$ cat config.mk
export PLATFORM = sky130hd
export DESIGN_NAME = tone_demod
export DESIGN_NICKNAME = d
export VERILOG_FILES = /design/src/rtl/tone_demod.sv
export SDC_FILE = /design/constraint.sdc
export NUM_CORES = 1
export LEC_CHECK = 0
export ABC_AREA = 1
export CAP_MARGIN = 40
export CORE_ASPECT_RATIO = 1.25
export CORE_MARGIN = 5
export CORE_UTILIZATION = 63
export DETAILED_ROUTE_END_ITERATION = 12
export PLACE_DENSITY_LB_ADDON = 0.05
export SETUP_SLACK_MARGIN = 0.05
export SYNTH_ARGS = -nofsm -noshare
export SYNTH_HDL_FRONTEND = slang
export SYNTH_SLANG_ARGS = --single-unit
$ cat constraint.sdc
create_clock -name clk -period 8 [get_ports clk]
set_clock_uncertainty 0.05 [all_clocks]
set_input_delay 1.2 -clock clk [delete_from_list [all_inputs] [get_ports clk]]
set_output_delay 1.2 -clock clk [all_outputs]
set_load 0.1 [all_outputs]
$ cat src/rtl/tone_demod.sv
// tone_demod
// Single-bin quadrature correlator for a tone at fs/16. Each accepted sample
// is multiplied by a 16-entry signed sine table and by the matching cosine
// entry, which is the sine entry four steps ahead. Both products are summed
// over a window of 16*NPER accepted samples. The finished sums are then held
// on i_out/q_out behind a valid/ready handshake.
//
// Optional feature: define TONE_DEMOD_MAG_EN to add mag_out = |i_out| + |q_out|.
//
// Parameters:
//   DATA_W  input sample width (signed)
//   NPER    tone periods per window (window = 16*NPER samples)
//   ACC_W   accumulator/output width, at least DATA_W + 10 + clog2(NPER)
// Ports:
//   clk        rising-edge clock
//   rst_n      synchronous active-low reset
//   start      begin a window (taken in IDLE, or in HOLD on the handshake cycle)
//   in_valid   in_sample is valid this cycle
//   in_sample  signed input sample
//   i_out      signed sum of x*sin[k]
//   q_out      signed sum of x*cos[k]
//   out_valid  i_out/q_out hold a completed result
//   out_ready  consumer accepts the result
//   busy       window in progress
//   mag_out    (TONE_DEMOD_MAG_EN only) unsigned |i_out| + |q_out|

module tone_demod #(
  parameter int DATA_W = 9,
  parameter int NPER   = 4,
  parameter int ACC_W  = 24
) (
  input  logic                     clk,
  input  logic                     rst_n,
  input  logic                     start,
  input  logic                     in_valid,
  input  logic signed [DATA_W-1:0] in_sample,
  output logic signed [ACC_W-1:0]  i_out,
  output logic signed [ACC_W-1:0]  q_out,
  output logic                     out_valid,
  input  logic                     out_ready,
  output logic                     busy
`ifdef TONE_DEMOD_MAG_EN
  ,
  output logic [ACC_W:0]           mag_out
`endif
);

  localparam int WIN    = 16 * NPER;
  localparam int N_W    = $clog2(WIN);
  localparam int PROD_W = DATA_W + 8;

  localparam logic [1:0] S_IDLE = 2'd0;
  localparam logic [1:0] S_ACC  = 2'd1;
  localparam logic [1:0] S_HOLD = 2'd2;

  // Sine table, amplitude 100, one full period over 16 entries.
  function automatic logic signed [7:0] sine_at(input logic [3:0] idx);
    logic signed [7:0] v;
    case (idx)
      4'd0:    v = 8'sd0;
      4'd1:    v = 8'sd38;
      4'd2:    v = 8'sd71;
      4'd3:    v = 8'sd92;
      4'd4:    v = 8'sd100;
      4'd5:    v = 8'sd92;
      4'd6:    v = 8'sd71;
      4'd7:    v = 8'sd38;
      4'd8:    v = 8'sd0;
      4'd9:    v = -8'sd38;
      4'd10:   v = -8'sd71;
      4'd11:   v = -8'sd92;
      4'd12:   v = -8'sd100;
      4'd13:   v = -8'sd92;
      4'd14:   v = -8'sd71;
      default: v = -8'sd38;
    endcase
    return v;
  endfunction

`ifdef TONE_DEMOD_MAG_EN
  // The most negative value maps to 2^(ACC_W-1), which still fits unsigned.
  function automatic logic [ACC_W-1:0] abs_val(input logic signed [ACC_W-1:0] v);
    return v[ACC_W-1] ? -v : v;
  endfunction
`endif

  logic [1:0]               state;
  logic [3:0]               k;
  logic [N_W-1:0]           n;
  logic signed [ACC_W-1:0]  acc_i;
  logic signed [ACC_W-1:0]  acc_q;

  logic signed [7:0]        sin_k;
  logic signed [7:0]        cos_k;
  logic signed [PROD_W-1:0] prod_i;
  logic signed [PROD_W-1:0] prod_q;
  logic signed [ACC_W-1:0]  sum_i;
  logic signed [ACC_W-1:0]  sum_q;
  logic                     last;

  // The 4-bit index wraps by itself, so k+4 is the mod-16 cosine lookup.
  assign sin_k  = sine_at(k);
  assign cos_k  = sine_at(k + 4'd4);

  // Both operands are widened to the full product width before multiplying,
  // so the product is exact; it is then sign-extended into the accumulator.
  assign prod_i = PROD_W'(in_sample) * PROD_W'(sin_k);
  assign prod_q = PROD_W'(in_sample) * PROD_W'(cos_k);
  assign sum_i  = acc_i + ACC_W'(prod_i);
  assign sum_q  = acc_q + ACC_W'(prod_q);
  assign last   = (n == N_W'(WIN - 1));

  assign out_valid = (state == S_HOLD);
  assign busy      = (state == S_ACC);

  // Window control and single-cycle multiply-accumulate. Output registers
  // load only on the edge that accepts the final sample of a window.
  // A restart from HOLD clears the accumulators just like a start from IDLE.
  always_ff @(posedge clk) begin
    if (!rst_n) begin
      state <= S_IDLE;
      k     <= '0;
      n     <= '0;
      acc_i <= '0;
      acc_q <= '0;
      i_out <= '0;
      q_out <= '0;
`ifdef TONE_DEMOD_MAG_EN
      mag_out <= '0;
`endif
    end else begin
      case (state)
        S_IDLE: begin
          if (start) begin
            state <= S_ACC;
            acc_i <= '0;
            acc_q <= '0;
            k     <= '0;
            n     <= '0;
          end
        end
        S_ACC: begin
          if (in_valid) begin
            acc_i <= sum_i;
            acc_q <= sum_q;
            k     <= k + 4'd1;
            n     <= n + 1'b1;
            if (last) begin
              state <= S_HOLD;
              i_out <= sum_i;
              q_out <= sum_q;
`ifdef TONE_DEMOD_MAG_EN
              mag_out <= {1'b0, abs_val(sum_i)} + {1'b0, abs_val(sum_q)};
`endif
            end
          end
        end
        S_HOLD: begin
          if (out_ready) begin
            if (start) begin
              state <= S_ACC;
              acc_i <= '0;
              acc_q <= '0;
              k     <= '0;
              n     <= '0;
            end else begin
              state <= S_IDLE;
            end
          end
        end
        default: state <= S_IDLE;
      endcase
    end
  end

endmodule
**Word-level counts from Yosys, hierarchy flattened**

Memory sizes are Yosys's and may differ from the RTL's. A register that Yosys moved wholly into a read port is not among the register bits.
Cells that the tools add are included.

- Flip-flop bits (word level): 108
- ROM bits: 256
- Bits of input ports: 14
- Output and inout bits: 50
- Memories kept: 2

Memories:

| memory | words | bits a word | read ports | clocked after memory_dff | wr ports | line | source |
|---|---|---|---|---|---|---|---|
| (no name shown) | 16 | 8 | 1 | 0 | 0 | 59 | `case (idx)` |
| (no name shown) | 16 | 8 | 1 | 1 | 0 | 59 |  |

- Add/sub/neg operators: 5
- $mul: 2
- Eq/ne operators: 7
- Muxes and demuxes: 24
- Reduce and logical (&&, ||, !) cells: 5

Operators with widths:

| operator | number |
|---|---|
| 2-to-1 mux 24 bit | 6 |
| case mux 24 bit (3 select lines) | 2 |
| adder 24 x 17 -> 24 bit | 2 |
| multiplier 9 x 8 -> 17 bit | 2 |
| 2-to-1 mux 4 bit | 5 |
| 2-to-1 mux 6 bit | 3 |
| case mux 6 bit (3 select lines) | 1 |
| case mux 4 bit (3 select lines) | 1 |
| 2-to-1 mux 2 bit | 4 |
| adder 6 x 1 -> 6 bit (second input constant) | 1 |
| equality test 6 bit (second input constant) | 1 |
| case mux 2 bit (3 select lines) | 1 |
| AND reduction 3 bit | 2 |
| adder 4 x 1 -> 4 bit (second input constant) | 1 |
| adder 4 x 3 -> 4 bit (second input constant) | 1 |
| != test 2 x 1 -> 1 bit (second input constant) | 2 |
| != test 2 bit (second input constant) | 2 |
| AND reduction 4 bit | 1 |
| nonzero test 3 bit | 1 |
| equality test 2 x 1 -> 1 bit (second input constant) | 1 |
| equality test 2 bit (second input constant) | 1 |
| zero test 2 bit | 1 |
| 2-to-1 mux 1 bit | 1 |

**Depth between registers and ports, before layout**

Gate-level depths: netlist (run 1).
An unclocked memory read counts as a cell.

- Depth after elaboration: 6
- Mapped depth: 32

**Worst setup path after synthesis (run 1)**

No wires, ideal clock.

- Path type: input -> register
- Start point: input in_sample[8]
- End point: register q_out[14]
- Arrival time: 5935 ps
- Path slack: 1906 ps
- Stages on the path: 19
- Path buffers: 1
- Path through: buf_2 > inv_1 > nor2_1 > fa_1 > fa_1 > fa_1 > fa_1 > ha_1 > ha_1 > nand2_1 > nor2_1 > nand2_1 > nand2_1 > a21oi_1 > or2_2 > nand2_1 > nand2_1 > nand2_1 > inv_1

- Word-level cells in the longest chain between the ends: 2

RTL lines:

| element | line | source |
|---|---|---|
| from (decl) | 36 | `input logic signed [DATA_W-1:0] in_sample,` |
| multiplier 9 x 8 -> 17 bit | 108 | `assign prod_q = PROD_W'(in_sample) * PROD_W'(cos_k);` |
| adder 24 x 17 -> 24 bit | 110 | `assign sum_q = acc_q + ACC_W'(prod_q);` |
| to (signal assigned) | 151 | `q_out <= sum_q;` |
| to (decl) | 38 | `output logic signed [ACC_W-1:0] q_out,` |

No other way between the ends.
A chain may end at the register's enable or synchronous reset.

**Worst setup path after layout (run 1)**

- Start point: input in_sample[5]
- End point: register acc_q[16]

- Word-level cells in the longest chain between the ends: 4

RTL lines:

| element | line | source |
|---|---|---|
| multiplier 9 x 8 -> 17 bit | 108 |  |
| adder 24 x 17 -> 24 bit | 110 |  |
| 2-to-1 mux 24 bit | 143 | `if (in_valid) begin` |
| case mux 24 bit (3 select lines) | 132 | `case (state)` |
| to (signal assigned) | 145 | `acc_q <= sum_q;` |
| to (decl) | 91 | `logic signed [ACC_W-1:0] acc_q;` |

No other way between the ends. The select of a mux whose other input is x is not followed.

==> results of run 1 <==
-- kinds of logic after synthesis --
logic type / share of synthesized area [%]
AO/OA/AOI/OAI: 7.70
XOR/XNOR: 1.32
adder cells (fa/ha/maj): 41.4
buffers and inverters: 12.6
flip-flops: 16.6
AND/OR/NAND/NOR: 20.4
-- report_power, final --
part           internal, mW  total (mW)  switching (mW)
Clock                 0.507       0.818           0.312
Sequential            0.602       0.628          0.0259
Combinational         0.638        1.78            1.14
-- sequential cells by signal, summed over array words and instances, names as in the netlist --
signal	flops
acc_q	24
i_out	24
n	6
sin_k	7
q_out	24
acc_i	24
state	2
k	4
-- per-layer routing --
layer,GRT usage [%],vias up
met5,0,-
met4,14.3,0
met3,5.88,124
met2,55.8,409
met1,37.7,5737
li1,-,5601
-- path summary, 6_finish.rpt --
path	to	start	depth (start not counted)	slack, ns
min reg2reg	acc_i[16]	acc_i[16]	2	0.42
min	acc_i[16]	acc_i[16]	2	0.42
max reg2reg	acc_q[16]	k[1]	27	1.76
max	acc_q[16]	in_sample[5]	20	1.46
-- critical path: stages --
cell	delay, ns
clkdlybuf4s50_1	0.84
inv_1	0.23
or2_2	0.37
fa_1	0.53
fa_1	0.57
inv_1	0.05
fa_1	0.46
fa_1	0.50
inv_1	0.06
fa_1	0.51
inv_1	0.05
ha_1	0.34
nand3_1	0.12
nand3_1	0.13
nand3_1	0.10
nand3_1	0.16
nand2_1	0.13
inv_1	0.07
o21ai_0	0.22
a21oi_1	0.12
-- metrics by stage --
step           total power [mW]  instance area (sq um)  hold WS, ns
3_5_place_dp               2.38                  15700        0.409
3_3_place_gp               2.35                  14700        0.401
2_1_floorplan              1.95                  13900        0.389
5_1_grt                    3.50                  16300        0.443
6_report                   3.23                  16300        0.416
4_1_cts                    3.23                  16300        0.417
-- layout make-up --
class	instances	area, sq um	area share, %
clock buffers	20	457	2.80
clock inverters	12	155	0.953
inverters	394	1490	9.13
multi-input cells	1231	9830	60.4
flip-flops and latches	115	2300	14.1
well taps	279	349	2.14
repair buffers	126	1710	10.5
-- cell usage in the layout (no fill, tap or decap), types with 10 or more instances in the layout --
cell type        netlist  layout
fa_1                 211     211
nor2_1               178     178
dfxtp_1              115     115
o21ai_1               17      17
buf_4                  8      11
buf_8                  0      35
clkbuf_16              0      17
xor2_1                15      15
buf_16                 0      17
nand3_1               67      67
nand4_1               10      10
o21ai_0               58      58
ha_1                 122     122
a21oi_1              103     103
clkdlybuf4s50_1        0      63
nand2_1              377     377
inv_1                383     383
==> run metrics, run 1 <==
worst max-slew margin expressed relative to the limit between 40% and 50%; power density over cell area 198 mW/mm^2; initial antenna violation count 0; Die Footprint 0.0251 sq mm; number of pins exceeding their max-slew limit in the final report 0; final setup TNS 0 ns; max-capacitance violation count 0; post-DR wirelength/cell roughly 17 um; outcome finished, final reports clean; worst vdd rail ir drop roughly 0.00021 V; hold buffer count at cts 0; Most used DFF post-synth dfxtp_1; most repeated cell in the gate-level netlist after synthesis inv_1; fraction of final layout cells sized beyond drive strength 1 roughly 7%; starting density of the core 64.2%; post-detailed-routing wire length between 30000 and 40000 um; standby leakage power 8.56 nW; number of inserted filler cells in the final layout about 1700; path type of the worst setup path input pin to flop; WP data arrival between 6 and 7 ns; count of flip-flops with a built-in enable after synthesis 0; Nets about 2200; CP endpoint kind flop; Hold Vio Cnt, Final 0; Period Utilization, post-route 81.7%; area inside the core boundary 0.0216 sq mm; post-detailed-placement half-perimeter wirelength between 20000 and 30000 um; area added between synthesis and finish 17.3%; fraction of synthesized cell area taken by the top area cell type a little under a third; pre-CTS worst setup slack approximately 1.2 ns; instance count after placement with tap cells included roughly 2100; Setup crit start kind input pin; total routed wire length on the met1 layer about 15000 um; detailed-routed wire length on met3 approximately 2400 um; Hold Path Class flop to flop; standard-cell row count 60; top cells by area in the synthesized netlist fa_1 30%, dfxtp_1 17%, ha_1 11%; Cell Area, Synth between 0.01 and 0.015 sq mm; most instantiated cells after synthesis 383 x inv_1, 377 x nand2_1, 211 x fa_1, 178 x nor2_1, 122 x ha_1; final RePlAce weighted congestion between 0.9 and 1; RSZ-0062 raised after global routing false; root buffer cell clkbuf_16; number of setup violations in the final report 0; remaining global-route overflow 0; DR iter-0 viols approximately 740; number of sinks handled by clock tree synthesis 115; worst-skew pair later-pin latency between 0.4 and 0.5 ns; io pins 64; post-synthesis instance total 1791; total met2 wirelength after detailed routing ~19000 um; required arrival time at the worst endpoint between 8 and 9 ns; transition at the pin with the smallest max-transition slack ~0.84 ns; shortest clock period the worst path allows after layout between 6 and 7 ns; number of buffers on the longest clock path 2; Max Fanout on Critical Path 10; count of cell types in the netlist 43; highest layer used for signal routing met4; routed vias/inst 5.45; largest net degree at the start of global routing between 60 and 70; iteration count of the initial detailed-routing pass 7; clock buffer count from CTS 17; post-synthesis sequential element count roughly 120; global-route wire length before repair 62600 um; PortBufs 63; number of buffers added for setup after CTS 0; non-filler instance count after layout ~2200; Seq/Total Area, Yosys between 10% and 20%; DRC violations left 0; post-layout utilization of the core 75.3%; number of warnings printed during yosys synthesis 0; TritonCTS clock tree done; post_cts resized 0; horizontal die dimension 143 um; Vias between 10000 and 15000; Fmax achieved 153 MHz; Vert. Die Dim ~180 um; antenna diode instance count 0; number of global-route vias before repair between 10000 and 15000; clock transition at the registers of the reported paths 0.06 ns; final setup slack of the worst path between 1 and 1.5 ns; share of async-settable or async-resettable flops after synthesis 0%; post-synth net total around 2100; global-route total usage across every layer around a third; leading area contributor after synthesis fa_1; H-tree level count 4; average footprint of a synthesized cell between 7 and 8 sq um; count of antenna-violating nets left after detailed routing 0
(Power assumes the default switching activity.)
==> inputs of run 2 (changes only) <==
Clock period 8 ns to 6.44 ns, I/O delays scaled along.
==> run 2 against run 1 <==
Global-route usage is 0.13 points higher. First-iteration DRC count is 8.8% higher. Combinational power is 24% higher. Sequential cell count stayed put. Sequential power is 24% higher. Power is 22% higher. Largest power group unchanged.
==> run metrics, run 2 (synthesis results as in run 1) <==
worst-skew pair later-pin latency 0.43 ns (about the same); iteration count of the initial detailed-routing pass 5 (-2); switching portion of total power 46.9% (+0.98 points); horizontal die dimension 143 um (unchanged); worst max-slew margin expressed relative to the limit 42.1% (-1.7 points); clock transition at the registers of the reported paths 0.07 ns (about the same); post-detailed-placement half-perimeter wirelength 30000 um (+0.43%); Fmax achieved 165 MHz; global-route wire length before repair 63200 um (+0.85%); Max Fanout on Critical Path 10 (unchanged); post-detailed-routing wire length 38000 um (+0.15%); Die Footprint 0.0251 sq mm (unchanged); Int Pwr 2.09 mW (+20%); clock network fraction of total power 24.5% (-0.9 points); max-capacitance violation count 0 (unchanged); remaining global-route overflow 0 (unchanged); Setup crit start kind input pin; power density over cell area 241 mW/mm^2 (+21%); required arrival time at the worst endpoint 6.73 ns (-1.51 ns); instance count after placement with tap cells included 2158 (+0.61%); global-route total usage across every layer 31.9% (+0.13 points); most common cell after layout, fill and taps aside inv_1; clock buffer count from CTS 17 (unchanged); count of antenna-violating nets left after detailed routing 0 (unchanged); H-tree level count 4 (unchanged); number of setup violations in the final report 0 (unchanged); non-filler instance count after layout 2190 (+0.60%); number of buffers on the longest clock path 2 (unchanged); transition at the pin with the smallest max-transition slack 0.868 ns (+0.0276 ns); routed vias/inst 5.42 (-0.62%); Switching Power 1.85 mW (+25%); path type of the worst setup path input pin to flop; DRC violations left 0 (unchanged); shortest clock period the worst path allows after layout between 6 and 7 ns; area added between synthesis and finish 18.1%; Hold Vio Cnt, Final 0 (unchanged); Hold Worst Slack 0.418 ns (+0.00228 ns); worst min-delay path endpoint acc_i[10]; area inside the core boundary 0.0216 sq mm (unchanged); DR iter-0 viols 803 (+8.8%); standard-cell row count 60 (unchanged); largest net degree at the start of global routing 66 (unchanged); starting density of the core 64.2% (unchanged); startpoint of the tightest hold check path acc_i[10]; Vias 11900 (-0.025%); fraction of final layout cells sized beyond drive strength 1 8.01% (+0.89 points); Hold Path Class flop to flop; Nets 2245 (+0.58%); Flop pwr share 19.8% (+0.4 points); post-DR wirelength/cell 17.4 um (-0.44%); CP endpoint kind flop; worst vdd rail ir drop 0.000233 V (+9.8%); Gate power share 55.8% (+0.6 points); number of pins exceeding their max-slew limit in the final report 0 (unchanged); most frequent cells in the layout 382 x inv_1, 377 x nand2_1, 210 x fa_1; PortBufs 63 (unchanged); Period Utilization, post-route between 90% and 100%; root buffer cell clkbuf_16; antenna diode instance count 0 (unchanged); standby leakage power 8.61 nW (+0.60%); final RePlAce weighted congestion 0.929 (-1.7%); number of global-route vias before repair 12800 (-0.85%); outcome finished, final reports clean; initial antenna violation count 0 (unchanged); number of buffers added for setup after CTS 0 (unchanged); number of cells on the worst reg-to-reg path 28 (+3.7%); number of sinks handled by clock tree synthesis 115 (unchanged); slack of the worst reg-to-reg path 0.43 ns (-1.33 ns); WP data arrival 6.36 ns (-0.41 ns); TritonCTS clock tree done; Vert. Die Dim 176 um (unchanged); launch point of the worst reg-to-reg path k[0]; io pins 64 (unchanged); RR Endpoint q_out[18]; RSZ-0062 raised after global routing false; hold path depth 2 (unchanged)
[run 2: per-stage QoR]
step	setup slack (ns)	TNS (ns)	instance area (sq um)	power (mW)	utilization, %
after floorplan	0.580	0	13900	2.42	-
after global routing	0.0524	0	16400	4.32	75.8
final	0.365	0	16400	3.94	75.8
after global placement	-0.164	-0.421	14800	2.90	68.5
after CTS	0.284	0	16400	3.94	75.8
after detailed placement	-0.122	-0.356	15800	2.95	73.1
[run 2: power by group through the flow]
stage	clock network, mW	logic [mW]	registers [mW]
after detailed placement	0	2.15	0.795
after global routing	1.01	2.53	0.784
final	0.965	2.20	0.780
after global placement	0	2.11	0.794
after CTS	0.970	2.19	0.779
after floorplan	0	1.64	0.781
[run 2: metal layers]
layer | track usage (%) | wire (um)
met2 | 55.5 | 19200
met1 | 39.4 | 15100
met4 | 13.6 | 1570
met3 | 4.77 | 2130
met5 | 0 | 0
[run 2: area by class of cell]
class / count / area [sq um]
sequential: 115 / 2300
multi-input combinational: 1231 / 9830
fill: 1640 / 5230
timing repair buffer: 139 / 1840
inverter: 394 / 1490
clock inverter: 14 / 140
clock buffer: 18 / 439
tap: 279 / 349
[run 2: repair_timing]
| item | 4_1_cts | 5_1_grt |
|---|---|---|
| gates resized for setup | 0 | 4 |
| endpoints found under the setup margin | 0 | 10 |
| hold buffers | 0 | 0 |
[run 2: worst max-delay path by stage]
stage                     slack (ns)         start         to  depth (start not counted)
final                           0.36  in_sample[8]  q_out[21]                         24
after detailed placement       -0.12  in_sample[8]  q_out[21]                         24
after global placement         -0.16  in_sample[8]  q_out[21]                         24
after global routing            0.05          k[0]  q_out[17]                         29
after floorplan                 0.58  in_sample[8]  q_out[14]                         19
after CTS                       0.28          k[1]  q_out[21]                         26
[run 2: critical path, stage by stage]
cell	delay, ns
clkdlybuf4s50_1	0.72
inv_1	0.11
buf_4	0.18
nor2_1	0.20
o21bai_1	0.22
ha_1	0.33
fa_2	0.65
inv_1	0.19
fa_1	0.48
fa_1	0.49
inv_1	0.04
ha_1	0.27
ha_1	0.38
nand2_1	0.12
inv_1	0.07
nand2_1	0.07
nor3_1	0.27
nand3_1	0.20
nand3_1	0.12
nand2_1	0.07
nand2_1	0.07
nand2_1	0.05
nand2_1	0.08
inv_1	0.03
==> inputs of run 3 (changes only) <==
Settings changed: CORE_ASPECT_RATIO 1.25 to not set.
==> run 3 against run 2 <==
Largest power group unchanged. Sequential share of layout area fell by 0.070 points. Via count down 0.47%. Register-to-register slack about the same. Non-clock buffer count down 3. Critical endpoint is now acc_q[12]. Power grew 4.0%. Clock power up 11%. Die area hardly changed. Largest cell class unchanged. Clock-buffer cell count up 2. First-iteration DRC count shrank 3.7%. Sequential power hardly changed.
==> run metrics, run 3 (synthesis results as in run 1) <==
Final Total Pwr 4.10 mW (+4.0%); iteration count of the initial detailed-routing pass 5 (unchanged); most frequent cells in the layout 382 x inv_1, 377 x nand2_1, 210 x fa_1; H-tree level count 4 (unchanged); outcome finished, final reports clean; worst-skew pair later-pin latency 0.43 ns (about the same); Hold Vio Cnt, Final 0 (unchanged); kind of cell adding the most delay to the critical path adder cells; number of buffers added for setup after CTS 0 (unchanged); WP data arrival 6.32 ns (-0.04 ns); standard cell area after detailed placement 0.0158 sq mm (+0.10%); initial antenna violation count 1 (+1); max-capacitance violation count 0 (unchanged); worst vdd rail ir drop 0.000209 V (-10%); number of global-route vias before repair 12300 (-3.6%); final RePlAce weighted congestion 0.940 (+1.2%); largest net degree at the start of global routing 67 (+1.5%); post-route standard cell area excluding fillers 0.0165 sq mm (+0.50%); RSZ-0062 raised after global routing false; Vert. Die Dim 158 um (-10%); standard-cell row count 54 (-10%); PortBufs 63 (unchanged); area added between synthesis and finish 18.7%; TritonCTS clock tree done; horizontal die dimension 158 um (+11%); remaining global-route overflow 0 (unchanged); post-detailed-routing wire length 37400 um (-1.7%); number of pins exceeding their max-slew limit in the final report 0 (unchanged); Nets 2242 (-0.13%); DR iter-0 viols 773 (-3.7%); standby leakage power 8.63 nW (+0.26%); shortest clock period the worst path allows after layout 6.01 ns (-0.0619 ns); Fmax achieved 166 MHz (+1.0%); path type of the worst setup path flop to flop; Period Utilization, post-route 93.4% (-0.96 points); post_cts resized 0 (unchanged); area occupied by multi-input gates 0.00983 sq mm (unchanged); worst max-slew margin expressed relative to the limit 43.6% (+1.5 points); Hold Worst Slack 0.414 ns (-0.00382 ns); Die Footprint 0.0251 sq mm (about the same); post-DR wirelength/cell 17.1 um (-1.6%); most common cell after layout, fill and taps aside inv_1; hold path depth 2 (unchanged); Vias 11800 (-0.47%); io pins 64 (unchanged); root buffer cell clkbuf_16; post-detailed-placement half-perimeter wirelength 29300 um (-2.5%); slack of the worst reg-to-reg path 0.43 ns (about the same); Max Fanout on Critical Path 7 (-3); CP endpoint kind flop; critical path capture point acc_q[12]; footprint of the flip-flops and latches 0.00230 sq mm (unchanged); area inside the core boundary 0.0218 sq mm (+0.63%); power density over cell area 249 mW/mm^2 (+3.5%); Hold Path Class flop to flop; CP Launch Point k[0]; cell with the largest stage delay on the worst path fa_1; fraction of final layout cells sized beyond drive strength 1 7.86% (-0.14 points); number of setup violations in the final report 0 (unchanged); required arrival time at the worst endpoint 6.74 ns (about the same); final setup TNS 0 ns (unchanged); global-route total usage across every layer 31.6% (-0.32 points); Setup crit start kind flop; number of sinks handled by clock tree synthesis 115 (unchanged); global-route wire length before repair 61900 um (-2.1%); max incr delay on CP 0.51 ns (-0.21 ns); number of buffers on the longest clock path 2 (unchanged); clock buffer count from CTS 17 (unchanged); antenna diode instance count 0 (unchanged); launch point of the worst reg-to-reg path k[0]; Crit. path cell count 25 (+4.2%); count of antenna-violating nets left after detailed routing 0 (unchanged); hold buffer count at cts 0 (unchanged); Most Frequent Cell on Critical Path nand2_1; routed vias/inst 5.40 (-0.38%); number of cells on the worst reg-to-reg path 25 (-11%); DRC violations left 0 (unchanged); starting density of the core 63.8% (-0.40 points); clock transition at the registers of the reported paths 0.06 ns (about the same); CP bufs+invs 6 (-1); transition at the pin with the smallest max-transition slack 0.846 ns (-0.0220 ns); number of inserted filler cells in the final layout 1608 (-2.0%); RR Endpoint acc_q[12]
## run 3: changes by cell type in the layout (fill, tap and decap cells not counted), sizes merged
cell | previous run | this run
clkinv | 5 | 8
bufinv | 1 | 4
buf | 76 | 73
clkbuf | 18 | 20
clkinvlp | 2 | 3
inv | 400 | 391
## run 3: cell type report
type / count / share of cell area, %
clock buffers: 20 / 2.83
clock inverters: 12 / 1.09
inverters: 394 / 9.03
multi-input cells: 1231 / 59.7
flip-flops and latches: 115 / 14.0
well taps: 280 / 2.13
repair buffers: 136 / 11.3
## run 3: worst min path at each step
stage                      to  startpoint
finish              acc_i[16]   acc_i[16]
global route        acc_i[16]   acc_i[16]
CTS                 acc_i[16]   acc_i[16]
detailed placement  acc_i[16]   acc_i[16]
global placement     acc_q[7]    acc_q[7]
floorplan            acc_i[7]    acc_i[7]
## run 3: where the power goes
part	total, mW	internal (mW)	switching, mW
sequential	0.778	0.748	0.0305
clock	1.07	0.679	0.389
combinational	2.25	0.807	1.45
## run 3: metrics by stage
stage,std cells,setup WS [ns],util (%)
2_1_floorplan,1791,0.580,-
3_3_place_gp,2106,0.0704,68.0
3_5_place_dp,2156,-0.0483,72.7
4_1_cts,2188,0.311,75.7
5_1_grt,2188,0.0620,75.7
6_report,2188,0.427,75.7
## run 3: layer usage
metal,GRT usage (%),routed length [um],vias up,share of wire [%]
met5,0,28,-,0.075
met4,14.9,1890,2,5.0
met3,6.47,2360,128,6.3
met2,52.6,17900,458,48
met1,39.7,15200,5616,41
li1,-,-,5608,-
## run 3: worst min-delay path, cell delays in order, from the launching register on
cell	delay [ns]
dfxtp_1	0.31
nand2_1	0.06
a21oi_1	0.05
